File: config.mk
export PLATFORM = sky130hd
export DESIGN_NAME = fifo_stream_adapter
export DESIGN_NICKNAME = d
export VERILOG_FILES = /design/src/rtl/fifo_stream_adapter.sv
export SDC_FILE = /design/constraint.sdc
export NUM_CORES = 1
export LEC_CHECK = 0
export ABC_AREA = 1
export BUFFER_PORTS_ARGS = -buffer_cell sky130_fd_sc_hd__buf_4
export CORE_ASPECT_RATIO = 0.9
export CORE_MARGIN = 4
export CORE_UTILIZATION = 50
export DETAILED_ROUTE_END_ITERATION = 10
export PLACE_DENSITY = 0.72
export SETUP_SLACK_MARGIN = 0.05
export SLEW_MARGIN = 5
export SYNTH_ARGS = -nofsm -noshare
export SYNTH_HDL_FRONTEND = slang
export SYNTH_SLANG_ARGS = --single-unit
File: constraint.sdc
create_clock -name clk -period 3.65 [get_ports clk]
set_clock_uncertainty 0.15 [all_clocks]
set_input_delay 0 -clock clk [delete_from_list [all_inputs] [get_ports clk]]
set_output_delay 0 -clock clk [all_outputs]
set_load 0.05 [all_outputs]
File: src/rtl/fifo_stream_adapter.sv
// FWFT FIFO read-port adapter: 2-entry skid buffer feeding a valid/ready stream framed into PKT_LEN-beat packets.
// Define FIFO_STREAM_STATS_EN to add the beat_count / pkt_count statistics ports.
module fifo_stream_adapter #(
    parameter int DATA_WIDTH = 8,
    parameter int PKT_LEN    = 16,
    parameter int CNT_WIDTH  = 16
) (
    input  logic                  clk,
    input  logic                  rst,
    input  logic                  fifo_empty,
    input  logic [DATA_WIDTH-1:0] fifo_rd_data,
    output logic                  fifo_rd_en,
    output logic                  m_valid,
    input  logic                  m_ready,
    output logic [DATA_WIDTH-1:0] m_data,
    output logic                  m_last
`ifdef FIFO_STREAM_STATS_EN
    ,
    output logic [CNT_WIDTH-1:0]  beat_count,
    output logic [CNT_WIDTH-1:0]  pkt_count
`endif
);

    typedef enum logic [1:0] {
        OCC_EMPTY = 2'd0,
        OCC_ONE   = 2'd1,
        OCC_FULL  = 2'd2
    } occ_t;

    localparam logic [15:0] LAST_BEAT = 16'(PKT_LEN - 1);

    occ_t                  occ_q, occ_d;
    logic [DATA_WIDTH-1:0] head_q, head_d;
    logic [DATA_WIDTH-1:0] tail_q, tail_d;
    logic [15:0]           beat_q, beat_d;
    logic                  push;
    logic                  accept;

    // The pop strobe looks only at registered occupancy, never at m_ready.
    assign fifo_rd_en = !rst && !fifo_empty && (occ_q != OCC_FULL);
    assign push       = fifo_rd_en;
    assign m_valid    = (occ_q != OCC_EMPTY);
    assign m_data     = head_q;
    assign m_last     = m_valid && (beat_q == LAST_BEAT);
    assign accept     = m_valid && m_ready;

    always_comb begin
        occ_d  = occ_q;
        head_d = head_q;
        tail_d = tail_q;
        beat_d = beat_q;
        case (occ_q)
            OCC_EMPTY: begin
                if (push) begin
                    head_d = fifo_rd_data;
                    occ_d  = OCC_ONE;
                end
            end
            OCC_ONE: begin
                if (push && accept) begin
                    head_d = fifo_rd_data;
                end else if (push) begin
                    tail_d = fifo_rd_data;
                    occ_d  = OCC_FULL;
                end else if (accept) begin
                    occ_d  = OCC_EMPTY;
                end
            end
            OCC_FULL: begin
                if (accept) begin
                    head_d = tail_q;
                    occ_d  = OCC_ONE;
                end
            end
            default: occ_d = OCC_EMPTY;
        endcase
        if (accept) begin
            beat_d = (beat_q == LAST_BEAT) ? 16'd0 : beat_q + 16'd1;
        end
    end

    always_ff @(posedge clk) begin
        if (rst) begin
            occ_q  <= OCC_EMPTY;
            head_q <= '0;
            tail_q <= '0;
            beat_q <= '0;
        end else begin
            occ_q  <= occ_d;
            head_q <= head_d;
            tail_q <= tail_d;
            beat_q <= beat_d;
        end
    end

`ifdef FIFO_STREAM_STATS_EN
    always_ff @(posedge clk) begin
        if (rst) begin
            beat_count <= '0;
            pkt_count  <= '0;
        end else begin
            if (accept) begin
                beat_count <= beat_count + CNT_WIDTH'(1);
            end
            if (accept && m_last) begin
                pkt_count <= pkt_count + CNT_WIDTH'(1);
            end
        end
    end
`else
    logic [CNT_WIDTH-1:0] unused_stats;
    assign unused_stats = '0;
`endif

endmodule
---- Yosys cells after proc, flatten, opt, wreduce, memory -nomap -nowiden ----
Index checks and enable logic that the tools add are counted.
W data, S select, Z words.
word-level totals
  register bits ........................... 34
  output and inout port bits .............. 11
  bits of input ports ..................... 12
cells by class
  reduce and logical (&&, ||, !) cells .... 13
  mux-type cells .......................... 11
  bitwise gates (word level) .............. 1
  equality and inequality tests ........... 9
  add/subtract/negate cells ............... 1
operator list
  operator                 number
  $mux W8                  3
  $pmux W8 S3              1
  $add A16 B1 Y16 const B  1
  $eq A16 B4 Y1 const B    1
  $mux W16                 1
  $mux W2                  5
  $ne A2 B2 Y1 const B     5
  $reduce_and A4 Y1        2
  $pmux W2 S3              1
  $logic_and A1 B1 Y1      5
  $ne A3 B3 Y1 const B     1
  $reduce_and A3 Y1        1
  $reduce_bool A3 Y1       1
  $eq A2 B1 Y1 const B     1
  $eq A2 B2 Y1 const B     1
  $logic_not A1 Y1         2
  $logic_not A2 Y1         1
  $reduce_bool A2 Y1       1
  $not A1 Y1               1

---- Depth between registers and ports, before layout ----
  depth after elaboration ................. 6
  gate-level depth with buffers ........... 10
  depth with buffers taken out ............ 10

---- Worst setup path before layout ----
No wires, ideal clock.
  kind .................................... reg-to-output
  start point ............................. register beat_q[0]
  end point ............................... output m_last
  buffers on the path ..................... 0
  data arrival time ....................... 1.513 ns
  setup slack ............................. 1.987 ns
  cell stages (with the launch flop) ...... 8
  cells stage by stage .................... dfxtp_1 ha_1 nand2_1 inv_1 nand2_1 nor2_1 nand2_1 nor2_1
between the ends
  longest elaborated chain between the ends .. 2
RTL lines
  element                 RTL line  source
  start, declared         35        logic [15:0] beat_q, beat_d;
  start signal, assigned  92        beat_q <= beat_d;
  $eq A16 B4 Y1           44        assign m_last = m_valid && (beat_q == LAST_BEAT);
  $logic_and A1 B1 Y1     44
  end, declared           16        output logic m_last
No other way between the ends.

---- Final worst setup path ----
  start point ............................. register occ_q[0]
  end point ............................... register occ_q[0]
between the ends
  longest elaborated chain between the ends .. 5
RTL lines
  element                                             RTL line  source
  start, declared                                     32        occ_t occ_q, occ_d;
  start signal, assigned                              84        occ_q <= OCC_EMPTY;
  start signal, assigned                              89        occ_q <= occ_d;
  $ne A2 B2 Y1 or $reduce_bool A2 Y1 (tied branches)  40, 42
  $logic_and A1 B1 Y1, on equally long branches       40, 45
  $mux W2 or $logic_and A1 B1 Y1 (tied branches)      62, 60
  $mux W2 or $ne A2 B2 Y1 (tied branches)             --
  $pmux W2 S3 or $reduce_and A4 Y1 (tied branches)    --
Parallel ways exist; a longest one is shown, timed or not. The select of a mux whose other input is x is not followed.
A chain may end at the register's enable or synchronous reset.

==> qor.yml <==
cpPeakStageDelay_ps: 570
critPathLaunchType: "flop"
synth.distinct_cells: 25
synth_fa_ha_area_frac: 0.00754
yosysTopAreaCell: "dfxtp_1"
use_met1: 0.284
avgSynthCellArea_um2: 6.78
timing.final.hold_violations: 0
p_sw_frac: 0.267
hold_buffers: 12
path_class: "reg -> reg"
timing.final.crit_share: 0.497
synth_area_leaders: "dfxtp_1, nor2_1, nand2_1"
hpwl_um: 2590
ant_nets: 0
coreArea_mm2: 0.00311
peakVddDrop_uv: 357
syn_inst: 245
grt_setup_unrepaired: "no"
synth_fp_nets: 258
p_switching_mw: 0.229
fp.dieH_um: 62.7
p_per_area_mw_per_mm2: 413
cts_tree: "built"
synth_seq_area_share: 0.410
drt_first_pass_iters: 4
arrival_ps: 1890
synth_commonest_cells: "nor2_1, nand2_1, dfxtp_1"
critPathRequiredTime_ps: 3730
use_met3: 0.0647
first_global_vias: 1379
start_util: 0.533
route.detailed.drc: 0
holdPathStages: 2
ys_ff_latch: 34
outcome: "complete, no violations"
cts.path.max_buffers: 2
die-area_mm2: 0.00431
p_leak_nw: 0.889
synth_edf_count: 0
ff2ff_path_depth: 5
min_path_type: "reg -> reg"
area_delta_synth_final_pct: 25.0
cts_resized: 0
overflow: 0
p_int_mw: 0.629
power.share.clock: 0.397
root_buffer: "clkbuf_8"
synth-async-reset-ratio: 0
worst_pin_slew_ps: 475
final.min_clock_period_ps: 1820
total_power_mw: 0.858
drive_above_1_share: 0.166
h-tree-depth: 2
yosys_warnings: 0
clk_latency_ps: 290
grt_usage: 0.191
fmax_mhz: 551
place.gp.congestion: 0.831
synth_compound_area_frac: 0.120
final-instance-count-excl-fill: 325
placed_cells: 305
synth_top_family_by_area: "simple AND/OR/NAND/NOR gates"
critPathSlowestCell: "dlygate4sd3_1"
via_per_inst: 4.87
n_antenna_cell: 0
p_seq_frac: 0.457
vias: 1582
row_count: 19
nets: 295
multi_input_area_um2: 837
whs_ps: 309
synth_mux_area_frac: 0
synthSimpleGateAreaFrac: 0.356
drt_iter0_markers: 136
cap_violations: 0
cp_max_fo: 5
yosys.cell_count.top_type: "nor2_1"
port-buffer-count: 22
maxSlewViolCount: 0
max-slew-margin-rel: 0.682
io_pins: 23
busiest_layer: "met1"
use_met2: 0.257
antenna_found_initial: 0
crit_chain: "nor2_2 -> nor2_1 -> nand3_1 -> dlygate4sd3_1 -> a21oi_1"
p_comb_frac: 0.146
setup_tns_ps: 0
grt_max_degree: 20
wirelength_um: 3800
wl_per_cell_um: 11.7
cts_setup_buffers: 0
clk_pin_slew_ps: 70
end_kind: "flop"
fill_cells: 291
cts_sinks: 34
cts_inserted_buffers: 5
yosys.area_share.xor_xnor: 0.0211
synthFlopType: "dfxtp_1"
syn_area_mm2: 0.00166
fp.dieW_um: 68.7
regArea_um2: 681
setup_violations: 0
grt_pass1_wl_um: 6230
synth_top_area_frac: 0.410
==> cell families (layout without fill, tap and decap cells) <==
family	Yosys count	in the layout
DFF	34	34
AOI/OAI and AO/OA	36	36
adders and majority gates	1	1
xor gates and xnor gates	4	4
and+or+nand+nor	137	137
buffers and inverters	33	71
==> final cells by class <==
type / count / area share
well taps: 42 / 0.0253
flip-flops and latches: 34 / 0.328
inverters: 29 / 0.0536
repair buffers: 34 / 0.137
clock buffers: 5 / 0.0332
multi-input cells: 178 / 0.403
clock inverters: 3 / 0.0193
==> flip-flops by register name, indices dropped and copies added (netlist names) <==
name    flops
tail_q      8
m_data      8
occ_q       2
beat_q     16
==> final timing paths <==
| kind | start | end | slack (ps) |
|---|---|---|---|
| setup / recovery | occ_q[0] | occ_q[0] | 1830 |
| hold reg to reg | tail_q[6] | tail_q[6] | 310 |
| hold / removal | tail_q[6] | tail_q[6] | 310 |
| setup reg to reg | occ_q[0] | occ_q[0] | 1830 |
==> per-stage QoR <==
step | utilization | area [µm²] | setup slack, ps
final | 0.667 | 2080 | 1830
after global routing | 0.667 | 2080 | 1690
after CTS | 0.667 | 2080 | 1840
after detailed placement | 0.593 | 1850 | 1960
after global placement | 0.593 | 1850 | 1940
after floorplan | - | 1660 | 1990
==> critical path: cells and delay by family (launching register included) <==
kind                   cells  cell delay (ps)
AO/OA/AOI/OAI              1              140
buffers and inverters      1              570
flip-flops                 1              430
AND/OR/NAND/NOR            3              450
==> power by group through the flow <==
stage	sequential [mW]	clock, mW	combinational, mW
floorplan	0.427	0	0.0518
CTS	0.392	0.346	0.125
detailed placement	0.400	0	0.115
finish	0.392	0.340	0.125
global placement	0.400	0	0.115
global route	0.394	0.365	0.136
==> cells in the final DEF (no fill, tap or decap), types with 5 or more instances in the layout <==
cell type,Yosys,routed
nor2_2,5,5
o21ai_0,16,16
nand3_1,12,12
dfxtp_1,34,34
nor2_1,56,56
nand2_1,49,49
a21oi_1,12,12
clkbuf_8,0,5
inv_1,25,25
buf_4,0,22
dlygate4sd3_1,0,12
==> metal layers <==
metal	wire length [µm]	vias up
li1	-	843
met4	71	0
met1	1910	684
met2	1570	48
met5	0	-
met3	256	7
Power figures use the tool's default switching activity.
